`config.mk`:
```
export PLATFORM = sky130hd
export DESIGN_NAME = pc_sequencer
export DESIGN_NICKNAME = d
export VERILOG_FILES = /design/src/rtl/pc_sequencer_pkg.sv /design/src/rtl/pc_sequencer.sv
export SDC_FILE = /design/constraint.sdc
export NUM_CORES = 1
export LEC_CHECK = 0
export ABC_AREA = 1
export CORE_MARGIN = 2
export CORE_UTILIZATION = 46
export CTS_CLUSTER_DIAMETER = 60
export DETAILED_ROUTE_END_ITERATION = 8
export GPL_TIMING_DRIVEN = 0
export PLACE_DENSITY = 0.78
export SYNTH_ARGS = -nofsm -noshare
export SYNTH_HDL_FRONTEND = slang
export SYNTH_SLANG_ARGS = --single-unit
```
`constraint.sdc`:
```
create_clock -name clk -period 1.4 [get_ports clk]
set_clock_uncertainty 0.05 [all_clocks]
set_input_delay 0.21 -clock clk [delete_from_list [all_inputs] [get_ports clk]]
set_output_delay 0.21 -clock clk [all_outputs]
set_load 0.03 [all_outputs]
```
`src/rtl/pc_sequencer_pkg.sv`:
```
// Shared definitions for the PC sequencer. Holds the default core
// geometry, the reset and trap PCs, and the sequencer state encoding.
package pc_sequencer_pkg;

  localparam int unsigned DEF_BIN_DIG     = 32;
  localparam int unsigned DEF_CNT_W       = 32;
  localparam int unsigned DEF_MEM_SIZE    = 256;
  localparam logic [31:0] DEF_RESET_PC    = 32'h0000_0000;
  localparam logic [31:0] DEF_TRAP_VECTOR = 32'h0000_0100;

  typedef enum logic [1:0] {
    BOOT   = 2'd0,
    RUN    = 2'd1,
    HALTED = 2'd2
  } pc_state_t;

endpackage

```
`src/rtl/pc_sequencer.sv`:
```
// PC sequencer: owns the architectural PC and presents it to fetch as
// fixed_pc_reg. Each cycle the PC holds, advances by 4, or is redirected
// from writeback (misaligned targets go to TRAP_VECTOR with a trap pulse).
// Every redirect raises a one-cycle flush toward decode. fetch_count counts
// sequential advances only.
//
// Build option: define PC_BOUND_CHECK_EN to replace any new PC at or beyond
// MEM_SIZE*4 bytes with TRAP_VECTOR (trap and flush pulse as for a
// misaligned redirect). Without it the PC wraps freely modulo 2^BIN_DIG.
module pc_sequencer
  import pc_sequencer_pkg::*;
#(
  parameter int unsigned        BIN_DIG     = DEF_BIN_DIG,
  parameter logic [BIN_DIG-1:0] RESET_PC    = BIN_DIG'(DEF_RESET_PC),
  parameter logic [BIN_DIG-1:0] TRAP_VECTOR = BIN_DIG'(DEF_TRAP_VECTOR),
  parameter int unsigned        CNT_W       = DEF_CNT_W,
  parameter int unsigned        MEM_SIZE    = DEF_MEM_SIZE
) (
  input  logic               clk,
  input  logic               rst_n,
  input  logic               stall,
  input  logic               redirect_valid,
  input  logic [BIN_DIG-1:0] redirect_target,
  input  logic               halt_req,
  input  logic               resume,
  output logic [BIN_DIG-1:0] fixed_pc_reg,
  output logic               flush,
  output logic               trap,
  output logic               halted,
  output logic [CNT_W-1:0]   fetch_count
);

`ifdef PC_BOUND_CHECK_EN
  localparam bit BOUND_CHECK = 1'b1;
`else
  localparam bit BOUND_CHECK = 1'b0;
`endif

  // First byte address past the end of instruction memory.
  localparam logic [BIN_DIG:0] PC_LIMIT = (BIN_DIG + 1)'(MEM_SIZE) << 2;

  // Sequential successor; plain modular add so the top of the space wraps to 0.
  function automatic logic [BIN_DIG-1:0] pc_incr(input logic [BIN_DIG-1:0] pc);
    return pc + BIN_DIG'(4);
  endfunction

  // Instruction addresses must be word aligned.
  function automatic logic misaligned(input logic [1:0] pc_lsb);
    return |pc_lsb;
  endfunction

  // Folds to constant 0 when the bound check is compiled out.
  function automatic logic out_of_range(input logic [BIN_DIG-1:0] pc);
    return BOUND_CHECK && ({1'b0, pc} >= PC_LIMIT);
  endfunction

  pc_state_t          state_p0, state_p1;
  logic [BIN_DIG-1:0] pc_p0, pc_p1;
  logic               flush_p0, flush_p1;
  logic               trap_p0, trap_p1;
  logic [CNT_W-1:0]   cnt_p0, cnt_p1;
  logic [BIN_DIG-1:0] seq_pc;

  assign seq_pc = pc_incr(pc_p1);

  // Stage 0: next-state / next-PC selection (halt > redirect > stall > sequential).
  always_comb begin
    state_p0 = state_p1;
    pc_p0    = pc_p1;
    flush_p0 = 1'b0;
    trap_p0  = 1'b0;
    cnt_p0   = cnt_p1;
    case (state_p1)
      BOOT: begin
        // One settling cycle for the instruction memory read at RESET_PC.
        state_p0 = RUN;
      end
      RUN: begin
        if (halt_req) begin
          state_p0 = HALTED;
        end
        // A redirect arriving with a halt still lands before the PC freezes.
        if (redirect_valid) begin
          flush_p0 = 1'b1;
          if (misaligned(redirect_target[1:0]) || out_of_range(redirect_target)) begin
            pc_p0   = TRAP_VECTOR;
            trap_p0 = 1'b1;
          end else begin
            pc_p0 = redirect_target;
          end
        end else if (!halt_req && !stall) begin
          cnt_p0 = cnt_p1 + CNT_W'(1);
          if (out_of_range(seq_pc)) begin
            pc_p0    = TRAP_VECTOR;
            trap_p0  = 1'b1;
            flush_p0 = 1'b1;
          end else begin
            pc_p0 = seq_pc;
          end
        end
      end
      HALTED: begin
        // Redirects are ignored here; a fresh halt request beats resume.
        if (resume && !halt_req) begin
          state_p0 = RUN;
        end
      end
      default: begin
        state_p0 = BOOT;
      end
    endcase
  end

  // Stage 1: architectural PC, state, one-cycle pulses and fetch counter.
  always_ff @(posedge clk or negedge rst_n) begin
    if (!rst_n) begin
      state_p1 <= BOOT;
      pc_p1    <= RESET_PC;
      flush_p1 <= 1'b0;
      trap_p1  <= 1'b0;
      cnt_p1   <= '0;
    end else begin
      state_p1 <= state_p0;
      pc_p1    <= pc_p0;
      flush_p1 <= flush_p0;
      trap_p1  <= trap_p0;
      cnt_p1   <= cnt_p0;
    end
  end

  assign fixed_pc_reg = pc_p1;
  assign flush        = flush_p1;
  assign trap         = trap_p1;
  assign halted       = (state_p1 == HALTED);
  assign fetch_count  = cnt_p1;

endmodule

```
Word-level counts from Yosys, hierarchy flattened
Index checks and enable logic that the tools add are counted.
Storage, ports and cells
  register bits after elaboration: 68
  word-level logic and storage cells: 33
  input bits: 38
Operators by class
  $add $sub $neg: 2
  muxes and demuxes: 11
  reduce and logical (&&, ||, !) cells: 10
  bitwise logic cells: 1
  equal/unequal tests: 4
Operator list (number)
  32-bit two-way mux: 3
  32-bit by 1-bit adder with 32-bit output (second input constant): 1
  32-bit by 3-bit adder with 32-bit output (second input constant): 1
  2-bit one-hot mux with 3 select lines: 1
  1-bit two-way mux: 5
  2-bit two-way mux: 2
  2-bit AND reduction: 2
  3-bit AND reduction: 1
  2-bit by 1-bit == test with 1-bit output (second input constant): 1
  2-bit == test (second input constant): 1
  1-bit logical AND: 2
  1-bit logical NOT: 2
  2-bit logical NOT: 1
  2-bit by 1-bit inequality test with 1-bit output (second input constant): 1
  2-bit inequality test (second input constant): 1
  2-bit nonzero test: 1
  2-bit OR reduction: 1
  1-bit inverter: 1

Logic depth before layout (Yosys ltp)
Gate-level depths: netlist of run 1.
  depth in word-level cells: 4
  depth in mapped cells: 10
  depth with buffers taken out: 10

Worst setup path after synthesis of run 1
OpenSTA, ideal clock, no wires.
  path type: register to register
  from: register cnt_p1[1] (netlist: fetch_count[1])
  to: register cnt_p1[22] (netlist: fetch_count[22])
  arrival time: 1.554 ns
  data required time: 1.232 ns
  path slack: -0.322 ns
  setup time: 0.118 ns
  cell stages (with the launch flop): 11
  cell sequence: dfrtp_1 > ha_1 > nand3_1 > nor2_1 > inv_1 > nor2_4 > nand3b_4 > nor2_4 > nand2_1 > nand2_1 > nand2_1
On the way
  word-level cells in the longest chain between the ends: 1
RTL lines
  from (decl): line pc_sequencer.sv:61  | logic [CNT_W-1:0] cnt_p0, cnt_p1;
  from (signal assigned): line pc_sequencer.sv:127  | cnt_p1 <= cnt_p0;
  32-bit by 1-bit adder with 32-bit output: line pc_sequencer.sv:92  | cnt_p0 = cnt_p1 + CNT_W'(1);
No other way between the ends.
A chain may end at the register's enable or synchronous reset.

Worst setup path in the final report of run 1
  from: register cnt_p1[0] (netlist: fetch_count[0])
  to: register cnt_p1[17] (netlist: fetch_count[17])
The elaborated chain is that of the path after synthesis.

==> results of run 1 <==
## power by group through the flow
stage / Combinational (mW) / Sequential, mW / Clock [mW]
floorplan: 1.97 / 4.30 / 0
detailed placement: 4.63 / 3.49 / 0
CTS: 5.40 / 3.44 / 2.03
finish: 6.59 / 3.49 / 2.05
global placement: 4.51 / 3.49 / 0
global route: 7.03 / 3.54 / 2.12
## layer usage
layer	part of all wire	vias up	routed length, um
li1	-	2462	-
met1	0.37	2573	6438
met2	0.52	272	9085
met3	0.061	73	1052
met4	0.044	0	766
met5	0	-	0
## kinds of logic after synthesis
| family | after synthesis |
|---|---|
| fa+ha+maj | 2 |
| buf+inv | 73 |
| flops | 68 |
| xor+xnor | 25 |
| simple gates | 401 |
| compound gates | 77 |
## cell usage after synthesis
| cell | number | area [um2] |
|---|---|---|
| nand2_1 | 209 | 784.5 |
| nor2_1 | 93 | 349.1 |
| dfrtp_1 | 68 | 1702 |
| inv_1 | 54 | 202.7 |
| a21oi_1 | 51 | 255.2 |
| nand3_1 | 35 | 175.2 |
| xor2_1 | 19 | 166.4 |
| nor3_1 | 12 | 60.06 |
| o21ai_0 | 12 | 60.06 |
| buf_2 | 11 | 55.05 |
| nand2_2 | 11 | 68.82 |
| nor2_4 | 11 | 123.9 |
| nor2_2 | 8 | 50.05 |
| nand3b_1 | 7 | 52.55 |
| xnor2_1 | 6 | 52.55 |
| a22oi_1 | 5 | 37.54 |
| inv_2 | 5 | 18.77 |
| nor3_2 | 4 | 40.04 |
| o21ai_1 | 4 | 20.02 |
| and2_1 | 2 | 12.51 |
| clkbuf_1 | 2 | 7.510 |
| ha_1 | 2 | 25.02 |
| nand2_4 | 2 | 22.52 |
| or2_2 | 2 | 12.51 |
| buf_1 | 1 | 3.750 |
| nand3_2 | 1 | 10.01 |
| nand3b_4 | 1 | 20.02 |
| nand4_1 | 1 | 6.260 |
| nor2_8 | 1 | 20.02 |
| nor3_4 | 1 | 16.27 |
| o211ai_1 | 1 | 7.510 |
| o21a_1 | 1 | 7.510 |
| o22ai_1 | 1 | 6.260 |
| o2bb2ai_1 | 1 | 8.760 |
| o31ai_1 | 1 | 7.510 |
## layout make-up
cell class	count	area, um2
flip-flops and latches	68	1769
inverters	59	241.5
well taps	129	161.4
fillers	557	1795
repair buffers	197	1851
clock inverters	6	112.6
clock buffers	10	127.6
plain buffers	14	136.4
multi-input cells	505	3133
## stage by stage
| stage | utilization | cells | setup slack [ns] | hold WS [ns] | cell area (um2) |
|---|---|---|---|---|---|
| after floorplan | - | 646 | -0.1526 | -0.1356 | 4591 |
| after global placement | 0.6211 | 879 | -2.521 | 0.4029 | 5793 |
| after detailed placement | 0.6208 | 879 | -0.6644 | 0.3380 | 5791 |
| after CTS | 0.7315 | 945 | -0.1880 | 0.3458 | 6823 |
| after global routing | 0.8075 | 988 | -0.3911 | 0.3473 | 7532 |
| final | 0.8075 | 988 | -0.3408 | 0.3378 | 7532 |
## worst max-delay path, cell delays in order (launching register included)
cell	delay (ns)
dfrtp_2	0.41
buf_4	0.12
buf_4	0.10
nand3_4	0.15
nor2_4	0.21
nand2_4	0.09
nor2_4	0.10
nand3b_1	0.18
xor2_1	0.20
## worst max-delay path by stage
| stage | cells after the start | endpoint | startpoint | slack (ns) |
|---|---|---|---|---|
| finish | 8 | fetch_count[17]$_DFFE_PN0P_ | fetch_count[0]$_DFFE_PN0P_ | -0.34 |
| global route | 8 | fetch_count[17]$_DFFE_PN0P_ | fetch_count[0]$_DFFE_PN0P_ | -0.39 |
| CTS | 9 | fixed_pc_reg[20]$_DFFE_PN0P_ | fixed_pc_reg[3]$_DFFE_PN0P_ | -0.19 |
| detailed placement | 8 | fetch_count[17]$_DFFE_PN0P_ | halt_req | -0.66 |
| global placement | 1 | fixed_pc_reg[7]$_DFFE_PN0P_ | rst_n | -2.52 |
| floorplan | 10 | fetch_count[22]$_DFFE_PN0P_ | fetch_count[0]$_DFFE_PN0P_ | -0.15 |
## repair_timing
| action | CTS | global route |
|---|---|---|
| endpoints found under the setup margin | 124 | 101 |
| resized for setup | 283 | 167 |
| hold buffers | 1 | 0 |
| gates cloned | 1 | 3 |
| pin swaps | 36 | 70 |
| hold endpoints to repair | 68 | 0 |
| buffers inserted | 48 | 43 |
==> summary.md, run 1 <==
| Metric | Value |
|---|---|
| Required @ worst endpoint | `1.58 ns` |
| Largest net degree at the start of global routing | `approximately 70` |
| Root Buffer | `clkbuf_8` |
| DR pass1 iterations | `5` |
| Rows | `35` |
| Fin crit period | `1.741 ns` |
| Arrival time worst endpoint | `1.92 ns` |
| RR Startpoint | `fetch_count[0]$_DFFE_PN0P_` |
| Cell Int Power | `6.601 mW` |
| Final setup vio count | `65` |
| Cell Area, Synth | `about 4500 um2` |
| YS warnings | `0` |
| Starting DRT DRC Count | `322` |
| Hold Fails Final Rpt | `0` |
| Vias in the first global route | `about 5000` |
| Worst-Margin Slew | `about 0.65 ns` |
| CTS Buffer Depth | `2` |
| Final setup margin | `-0.3408 ns` |
| Clk pwr share | `0.169` |
| Fraction of synthesized area in multiplexers | `0` |
| Most frequent cells in the layout | `179 x nand2_1, 77 x buf_4, 59 x nor2_1` |
| CP Class | `register to register` |
| Die height | `a little over 100 um` |
| DR DRC count | `0` |
| FF-to-FF setup slack | `-0.34 ns` |
| Synth cell types | `35` |
| Via/cell ratio | `between 5 and 6` |
| Clock buffer count from CTS | `9` |
| # diodes | `0` |
| Synth Area in XOR/XNOR | `0.04901` |
| Setup TNS | `-7.588 ns` |
| Port bufs | `between 100 and 150` |
| I/O pin total | `105` |
| Max_cap viols | `0` |
| Net Count, Synth | `a little under 700` |
| Clk Latency, worst-skew pair | `~0.37 ns` |
| Met3 Resource Use GR | `0.03661` |
| Compound-Gate Fraction of Synth Area | `0.09185` |
| Leading cell type in the layout, fill and taps excluded | `nand2_1` |
| Area Growth Syn to Fin | `68.58%` |
| Initial antenna violation count | `0` |
| Layout cell share with drive strength beyond 1 | `0.4680` |
| Leakage | `approximately 3.5 nW` |
| Max Clock Freq | `~0.57 GHz` |
| Sw Share | `0.4560` |
| Tightest Hold Check Type | `primary input to register` |
| Pwr dens | `1611 nW/um2` |
| Clk pin slew, worst setup/hold paths | `~0.09 ns` |
| Violated checks | `negative setup slack` |
| Mapped Avg Cell Area | `slightly below 7 um2` |
| Final cycle utilization of the critical path | `1.243` |
| Reg-to-Reg End | `fetch_count[17]$_DFFE_PN0P_` |
| Worst setup EP type | `register` |
| Largest family of logic cells by synthesized area | `simple AND/OR/NAND/NOR gates` |
| Hold Crit Start | `redirect_target[3]` |
| Hold EP | `fixed_pc_reg[3]$_DFFE_PN0P_` |
| Core footprint | `around 9300 um2` |
| Detailed placer's ending HPWL | `approximately 9.9 mm` |
| Detail Route Antenna Nets | `0` |
| Clock sink count | `68` |
| Die area | `10520 um2` |
| Tot Pwr | `between 10 and 15 mW` |
| Reported net switching power | `5.534 mW` |
| Adder-Cell Fraction of Synth Area | `0.005601` |
| All-Layer GR Usage | `0.2876` |
| CTS tree | `done` |
| Combinational Power Share | `0.543` |
| RSZ-0062 raised after global routing | `true` |
| Seq pwr share | `0.288` |
| Worst vdd ir | `1.131 mV` |
| Post-synthesis simple-gate area fraction | `0.4083` |
| Status | `complete, but fails checks` |
| Max-slew headroom | `0.5659` |
| Met1 usage | `0.3392` |
| GR Overflow Total | `0` |
| Nets@finish | `894` |
| Via count | `5380` |
| Gr busiest metal | `met2` |
| Post-synthesis sequential area ratio | `0.3808` |
| GR Util met2 | `0.5148` |
| Final slew viol count | `0` |
| Starting density of the core | `0.4790` |
| Hold Crit Depth | `3` |
| Detailed Route WL | `around 17 mm` |
| Routed len/inst | `between 15 and 20 um` |
| First-pass GRT wire length | `approximately 24 mm` |
| CP max FO | `5` |
| Synthesized netlist cell count | `roughly 650` |
| Die Width | `102.6 um` |
| Worst Setup Start Kind | `register` |
| GPL Wtd Cong | `about 0.90` |
| Worst reg2reg path depth | `8` |
| H-tree depth | `3` |
| Number of synthesized register bits | `68` |
No activity file was read; power rests on OpenSTA's default activity.
==> run 2: changes to the inputs <==
Settings changed: CAP_MARGIN from default to 25.
==> results of run 2 <==
The final DEF is identical to that of run 1; final timing and power are the same.
==> run 3: changes to the inputs <==
Settings changed: CTS_CLUSTER_DIAMETER 60 to 40, PLACE_DENSITY 0.78 to 0.75.
==> summary.md, run 3 (synthesized netlist as in run 1, its figures left out) <==
| Metric | Value |
|---|---|
| Status | `complete, but fails checks` |
| Violated checks | `negative setup slack` |
| Rows | `35` |
| Largest net degree at the start of global routing | `between 60 and 70` |
| Clock sink count | `a little under 70` |
| Post-place setup slack | `-0.6565 ns` |
| Via/cell ratio | `roughly 5.3` |
| Required @ worst endpoint | `between 1.5 and 2 ns` |
| Hold slack final | `between 0.3 and 0.4 ns` |
| Sw Share | `0.4753` |
| Fin crit period | `between 1.5 and 2 ns` |
| Area Growth Syn to Fin | `65.14%` |
| Detailed Route WL | `16.57 mm` |
| Worst setup EP type | `register` |
| Detailed placer's ending HPWL | `9.634 mm` |
| DR pass1 iterations | `5` |
| Detail Route Antenna Nets | `0` |
| Layout cell share with drive strength beyond 1 | `0.4686` |
| GR Overflow Total | `0` |
| Inst Count DP | `around 880` |
| Max Clock Freq | `~0.63 GHz` |
| Starting density of the core | `0.4790` |
| Leading cell type in the layout, fill and taps excluded | `nand2_1` |
| Die area | `~11000 um2` |
| Tightest Hold Check Type | `primary input to register` |
| Final setup margin | `-0.1969 ns` |
| RSZ-0062 raised after global routing | `true` |
| Final Non-Filler Cells | `between 900 and 1000` |
| Combinational Power Share | `0.557` |
| Cell Int Power | `between 6 and 7 mW` |
| Core footprint | `~9300 um2` |
| Clk pin slew, worst setup/hold paths | `0.08 ns` |
| Worst Setup Start Kind | `register` |
| Nets@finish | `~880` |
| Max-slew headroom | `0.4149` |
| Pwr dens | `around 1600 nW/um2` |
| First-pass GRT wire length | `23.42 mm` |
| Post-layout util | `0.7910` |
| CP Class | `register to register` |
| Leakage | `around 3.3 nW` |
| Die height | `about 100 um` |
| Clock buffer count from CTS | `9` |
| Port bufs | `approximately 100` |
| GPL Wtd Cong | `0.9012` |
| CP max FO | `5` |
| Final slew viol count | `0` |
| Arrival time worst endpoint | `around 1.8 ns` |
| Die Width | `just over 100 um` |
| Routed len/inst | `~17 um` |
| Placed Instance Area | `slightly below 6000 um2` |
| All-Layer GR Usage | `0.2889` |
| Vias in the first global route | `about 4800` |
| Clk Latency, worst-skew pair | `roughly 0.37 ns` |
| Worst-Margin Slew | `0.8777 ns` |
| CTS Buffer Depth | `2` |
| Initial antenna violation count | `0` |
| Clk pwr share | `0.147` |
| Most frequent cells in the layout | `188 x nand2_1, 67 x buf_4, 55 x dfrtp_2` |
| Root Buffer | `clkbuf_8` |
| Starting DRT DRC Count | `292` |
| H-tree depth | `3` |
| Reported net switching power | `about 5.6 mW` |
| CTS tree | `done` |
| Hold Fails Final Rpt | `0` |
| Worst vdd ir | `around 1.3 mV` |
| Final cycle utilization of the critical path | `1.141` |
| Max_cap viols | `0` |
| Post-route cell area | `~7400 um2` |
| Seq pwr share | `0.296` |
| I/O pin total | `approximately 110` |
| DR DRC count | `0` |
| # diodes | `0` |
| Final setup vio count | `55` |
| Fill count | `~650` |
| Via count | `roughly 5200` |
==> run 3: cell types whose count changed in the layout (fill, tap and decap cells not counted), sizes merged <==
| cell | previous run | this run |
|---|---|---|
| bufinv | 3 | 1 |
| clkdlybuf4s15 | 44 | 41 |
| clkdlybuf4s18 | 0 | 1 |
| inv | 58 | 57 |
| buf | 119 | 108 |
| clkinvlp | 0 | 2 |
| clkinv | 4 | 6 |
| clkbuf | 18 | 15 |
| dlygate4sd2 | 4 | 3 |
==> run 3: worst max-delay path, stage by stage (launching register included) <==
cell and delay [ns]:
dfrtp_2 0.42, ha_4 0.17, nand2_4 0.05, nor2_4 0.12
nand2_4 0.12, nor2_4 0.22, buf_4 0.16, o21ai_1 0.05
nand2_1 0.07, o21ai_1 0.06
==> run 3: worst paths after layout <==
kind | from | end | slack, ns | cells after the start
min in group asynchronous | rst_n | fetch_count[7]$_DFFE_PN0P_ | 0.44 | 2
max | fixed_pc_reg[2]$_DFFE_PN0P_ | fixed_pc_reg[12]$_DFFE_PN0P_ | -0.20 | 9
min | redirect_target[3] | fixed_pc_reg[3]$_DFFE_PN0P_ | 0.35 | 3
max reg2reg | fixed_pc_reg[2]$_DFFE_PN0P_ | fixed_pc_reg[12]$_DFFE_PN0P_ | -0.20 | 9
min reg2reg | fixed_pc_reg[0]$_DFFE_PN0P_ | fixed_pc_reg[0]$_DFFE_PN0P_ | 0.43 | 2
max in group asynchronous | rst_n | fetch_count[18]$_DFFE_PN0P_ | 0.21 | 2
==> run 3: stage by stage <==
step                power, mW  TNS (ns)
finish                  11.85    -4.817
global route            12.43    -9.113
CTS                     10.56    -2.737
detailed placement      8.089    -30.29
global placement        7.989   -198.60
floorplan               6.261    -1.731
==> run 3: layer usage <==
| layer | share of wire | GRT usage | up-vias | routed length, um |
|---|---|---|---|---|
| met5 | 0 | 0 | - | 0 |
| met1 | 0.38 | 0.3467 | 2447 | 6324 |
| met2 | 0.50 | 0.4967 | 269 | 8361 |
| li1 | - | - | 2424 | - |
| met4 | 0.048 | 0.1559 | 0 | 800 |
| met3 | 0.065 | 0.04678 | 59 | 1082 |
==> run 3: final cells by class <==
cell class | count | area (um2) | share of cell area
sequential | 68 | 1770 | 0.2400
clock inverter | 7 | 77.57 | 0.01051
tap | 129 | 161.4 | 0.02188
inverter | 59 | 240.2 | 0.03256
buffer | 14 | 126.4 | 0.01713
multi-input combinational | 505 | 3168 | 0.4294
clock buffer | 9 | 123.9 | 0.01679
timing repair buffer | 181 | 1710 | 0.2318
==> run 3: what timing repair did <==
| item | 4_1_cts | 5_1_grt |
|---|---|---|
| resized for setup | 313 | 170 |
| pin swaps | 45 | 55 |
| hold buffers | 1 | 0 |
| endpoints found under the setup margin | 123 | 86 |
| cloned | 0 | 2 |
| hold endpoints to repair | 68 | 0 |
| buffers inserted | 43 | 34 |
==> run 3: power groups by stage <==
stage          Clock (mW)  Combinational, mW  Sequential (mW)
6_report             1.74               6.60             3.51
5_1_grt              1.82               7.03             3.58
4_1_cts              1.73               5.37             3.45
3_5_place_dp            0               4.63             3.46
3_3_place_gp            0               4.53             3.46
2_1_floorplan           0               1.97             4.30
